### config.mk
export PLATFORM = sky130hd
export DESIGN_NAME = reg_write_arbiter
export DESIGN_NICKNAME = d
export VERILOG_FILES = /design/src/rtl/reg_write_arbiter.sv
export SDC_FILE = /design/constraint.sdc
export NUM_CORES = 1
export LEC_CHECK = 0
export CAP_MARGIN = 20
export CORE_UTILIZATION = 30
export CTS_BUF_LIST = sky130_fd_sc_hd__clkbuf_4 sky130_fd_sc_hd__clkbuf_8 sky130_fd_sc_hd__clkbuf_16
export DETAILED_ROUTE_END_ITERATION = 12
export GPL_ROUTABILITY_DRIVEN = 0
export SYNTH_ARGS = -nofsm -noshare
export SYNTH_HDL_FRONTEND = slang
export SYNTH_SLANG_ARGS = --single-unit
### constraint.sdc
create_clock -name clk -period 1.6 [get_ports clk]
set_input_delay 0.32 -clock clk [delete_from_list [all_inputs] [get_ports clk]]
set_output_delay 0.32 -clock clk [all_outputs]
set_load 0.03 [all_outputs]
### src/rtl/reg_write_arbiter.sv
// reg_write_arbiter: round-robin arbiter sharing the register bank write port
// between two writeback requesters (req 0 = ALU, req 1 = load/immediate).
//
// Ports:
//   clk, rst_n            clock (rising edge), async active-low reset
//   hold                  suppress new grants; an in-flight write still completes
//   reqN_valid/addr/data  requester N write request
//   reqN_ready            requester N accepted this cycle (combinational)
//   write_enable/address/data  registered bank write port
//   pending_mask          one-hot of write_address while write_enable=1, else 0
//   conflict_count        saturating count of cycles with both valid and hold=0
module reg_write_arbiter #(
  parameter int unsigned BITS     = 8,
  parameter int unsigned REG_SIZE = 4,
  parameter int unsigned CNT_BITS = 8,
  localparam int unsigned AW      = (REG_SIZE > 1) ? $clog2(REG_SIZE) : 1
) (
  input  logic                clk,
  input  logic                rst_n,
  input  logic                hold,
  input  logic                req0_valid,
  input  logic [AW-1:0]       req0_addr,
  input  logic [BITS-1:0]     req0_data,
  output logic                req0_ready,
  input  logic                req1_valid,
  input  logic [AW-1:0]       req1_addr,
  input  logic [BITS-1:0]     req1_data,
  output logic                req1_ready,
  output logic                write_enable,
  output logic [AW-1:0]       write_address,
  output logic [BITS-1:0]     write_data,
  output logic [REG_SIZE-1:0] pending_mask,
  output logic [CNT_BITS-1:0] conflict_count
);

  // Priority pointer: 0 favours req 0 on a tie, 1 favours req 1.
  logic            ptr_q;
  logic            grant0_c;
  logic            grant1_c;
  logic            any_grant_c;
  logic [AW-1:0]   win_addr_c;
  logic [BITS-1:0] win_data_c;

  // Grant selection; ties resolved by the pointer, nothing granted under hold.
  always_comb begin
    grant0_c = 1'b0;
    grant1_c = 1'b0;
    if (!hold) begin
      if (req0_valid && (!req1_valid || !ptr_q)) begin
        grant0_c = 1'b1;
      end else if (req1_valid) begin
        grant1_c = 1'b1;
      end
    end
  end

  assign any_grant_c = grant0_c | grant1_c;
  assign win_addr_c  = grant1_c ? req1_addr : req0_addr;
  assign win_data_c  = grant1_c ? req1_data : req0_data;

  // Readys are forced low while reset is asserted.
  assign req0_ready = rst_n & grant0_c;
  assign req1_ready = rst_n & grant1_c;

  // Bank write port register, pending mask and pointer update.
  always_ff @(posedge clk or negedge rst_n) begin
    if (!rst_n) begin
      write_enable  <= 1'b0;
      write_address <= '0;
      write_data    <= '0;
      pending_mask  <= '0;
      ptr_q         <= 1'b0;
    end else begin
      write_enable <= any_grant_c;
      if (any_grant_c) begin
        write_address <= win_addr_c;
        write_data    <= win_data_c;
        pending_mask  <= REG_SIZE'(1) << win_addr_c;
        // Last winner loses the next tie.
        ptr_q         <= grant0_c;
      end else begin
        pending_mask  <= '0;
      end
    end
  end

  // Saturating conflict counter.
  always_ff @(posedge clk or negedge rst_n) begin
    if (!rst_n) begin
      conflict_count <= '0;
    end else if (req0_valid && req1_valid && !hold &&
                 (conflict_count != {CNT_BITS{1'b1}})) begin
      conflict_count <= conflict_count + CNT_BITS'(1);
    end
  end

endmodule
==> run_results.csv <==
group,metric,value,unit
status,status,"finished, violations left",
status,violations,"negative setup slack",
critical_path,worst_ep_required_time,1.28,ns
floorplanning,die_w,65.8,um
cells_and_area,area_growth,58.2,%
cells_and_area,final_area,1930,um2
floorplanning,die_h,65.8,um
timing,setup_viol,2,
floorplanning,core_area,3770,um2
drt,vias_per_cell,5.38,
synthesis,async_reset_ff_share,100,%
critical_path,end_kind,"output port",
synthesis,synth_fp_nets,143,
worst_hold_path,hold_class,"in2async",
floorplanning,initial_core_util,32.3,%
drt,drt_iter0_drc,108,
global_route,grt_overflow,0,
synthesis,ys_seq_elements,24,
timing,finalHoldViolations,0,
synthesis,avgSynthCellArea,10.4,um2
timing,fin_crit_sh,102,%
global_route,grt_pass1_vias,1238,
job,max_cap_violations,0,
cells_and_area,fillers,331,
synthesis,yosys_most_used_dff,"dfrtp_1",
critical_path,cp-start-kind,"register",
power,powerDensity,1130,nW/um2
floorplanning,row_count,22,
critical_path,crit_fanout,4,
clock_tree,insertion_delay,0.27,ns
cells_and_area,layout.nets,208,
drt,dr.pass1.iters,4,
synthesis,yosysSeqAreaShare,49.2,%
synthesis,synth.distinct_cells,42,
floorplanning,floorplan.die_area,4330,um2
cells_and_area,antenna_cells,0,
clock_tree,clock_sinks,24,
placed_design,pre_cts_ws,-0.199,ns
drt,wirelength,3370,um
synthesis,yosys_warnings,0,
placed_design,io_buffers,49,
clock_tree,htreeDepth,1,
timing,slew_viol_final,0,
power,p_leak,0.889,nW
timing,fin_skew,0.00112,ns
clock_tree,cts_tree,"yes",
drt,ant_nets,0,
timing,maxSlewHeadroom,76.6,%
synthesis,syn_inst,117,
timing,worst_pin_slew,0.353,ns
synthesis,yosysTopAreaCell,"dfrtp_1",
critical_path,arrival,1.32,ns
placed_design,post-dp-hpwl,2470,um
global_route,grt_first_pass_wirelength,5540,um
clock_tree,clock_path_buffers,2,
drt,drc,0,
synthesis,synth_edf_count,0,
global_route,grtUsageTotal,16.9,%
power,total_power,2.18,mW
global_route,grt_max_degree,22,
synthesis,synth_area_leaders,"dfrtp_1 49%, a31oi_1 6.2%, nand3_1 4.5%",
global_route,antenna_found_initial,0,
timing,postLayoutSetupSlackWorst,-0.0353,ns
synthesis,syn_area,1220,um2
timing,fin_crit,1.64,ns
timing,rsz0062_at_grt,"yes",
drt,wire_per_inst,14.7,um
synthesis,yosysTopAreaCellShare,49.2,%
clock_tree,hold_buffers,0,
drt,vias,1232,
critical_path,path_class,"reg2out",
floorplanning,ioPinCount,50,
clock_tree,numCtsBuffers,3,
clock_tree,clk_pin_slew,0.09,ns
timing,fmax,612,MHz
clock_tree,cts_root_buf,"clkbuf_8",
placed_design,post_dp_cell_area,1860,um2
power,peakVddDrop,0.454,mV
cells_and_area,drive_gt1_share,19.9,%
-- worst max-delay path: stages, from the launching register on --
cell	delay (ns)
dfrtp_2	0.46
a21bo_4	0.24
nor2_4	0.08
and2_4	0.14
buf_6	0.12
-- report_power, final --
part	internal, mW	switching, mW
Combinational	0.340	0.491
Sequential	0.719	0.0900
Clock	0.335	0.202
Total	1.39	0.783
-- routing by layer --
metal	wire length, um	part of all wire [%]	up-vias	track usage [%]
li1	-	-	566	-
met3	332	9.8	9	4.14
met5	0	0	-	0
met4	44	1.3	0	4.89
met1	1440	43	575	20.3
met2	1560	46	82	29.5
-- Yosys cell counts (all sizes together) (2+ instances only) --
library cell and instances:
a31oi 12, a21oi 2, nand4 3, dfrtp 24, nor2 10, nor2b 3
nand3 11, nand2b 3, and3 3, buf 7, inv 2, and2 2
o21ai 10, mux2 2, a211oi 2
-- metrics by stage --
step	instances	utilization, %	hold WS (ns)	TNS (ns)
2_1_floorplan	117	-	0.0244	0
3_3_place_gp	224	49.3	0.491	-1.67
3_5_place_dp	224	49.3	0.492	-2.17
4_1_cts	228	50.6	0.455	-0.0696
5_1_grt	229	51.2	0.469	-0.127
6_report	229	51.2	0.466	-0.0386
-- registers in the layout, summed over array words and instances, names as in the netlist --
register,cells
ptr_q,1
write_data,8
pending_mask,4
conflict_count,8
write_address,2
write_enable,1
-- cells by family after synthesis --
family          share of synthesized area, %
buf+inv                                 5.44
mux                                     2.15
compound gates                          20.8
flops                                   49.2
xor+xnor                                1.44
fa+ha+maj                               1.03
simple gates                            19.9
-- area by class of cell --
class / instances / area (um2) / area share [%]
timing repair buffer: 68 / 616 / 31.9
sequential: 24 / 603 / 31.3
multi-input combinational: 83 / 572 / 29.6
tap: 48 / 60.1 / 3.11
clock buffer: 3 / 41.3 / 2.14
clock inverter: 1 / 30.0 / 1.56
inverter: 2 / 7.51 / 0.389
-- layout by cell type (no fill, tap or decap), types with 2 or more instances in the layout --
| master | instances |
|---|---|
| a211oi_1 | 2 |
| nor2_1 | 9 |
| dlygate4sd2_1 | 25 |
| clkdlybuf4s50_1 | 21 |
| a31oi_1 | 12 |
| nand3_1 | 11 |
| o21ai_0 | 9 |
| dfrtp_1 | 22 |
| nor2b_1 | 2 |
| nand2b_1 | 3 |
| buf_4 | 19 |
| a21oi_1 | 2 |
| nand4_1 | 2 |
| inv_1 | 2 |
| dfrtp_2 | 2 |
| clkbuf_8 | 3 |
| and3_1 | 3 |
-- final timing paths --
| kind | slack (ns) | cells after the start | start | to |
|---|---|---|---|---|
| hold / removal | 0.47 | 2 | rst_n | write_data[6] |
| setup / recovery | -0.04 | 4 | ptr_q | req0_ready |
| max in group asynchronous | 0.81 | 2 | rst_n | ptr_q |
| hold reg to reg | 0.50 | 1 | conflict_count[0] | conflict_count[0] |
| setup reg to reg | 0.10 | 5 | ptr_q | pending_mask[0] |
| min in group clk | 0.50 | 1 | conflict_count[0] | conflict_count[0] |
-- what timing repair did --
action / 4_1_cts / 5_1_grt
buffers inserted: 0 / 1
resized for setup: 29 / 3
pin swaps: 1 / 2
endpoints found under the hold margin: 0 / 0
setup endpoints to repair: 24 / 3
Note: power is estimated with default switching activity, not from simulation.
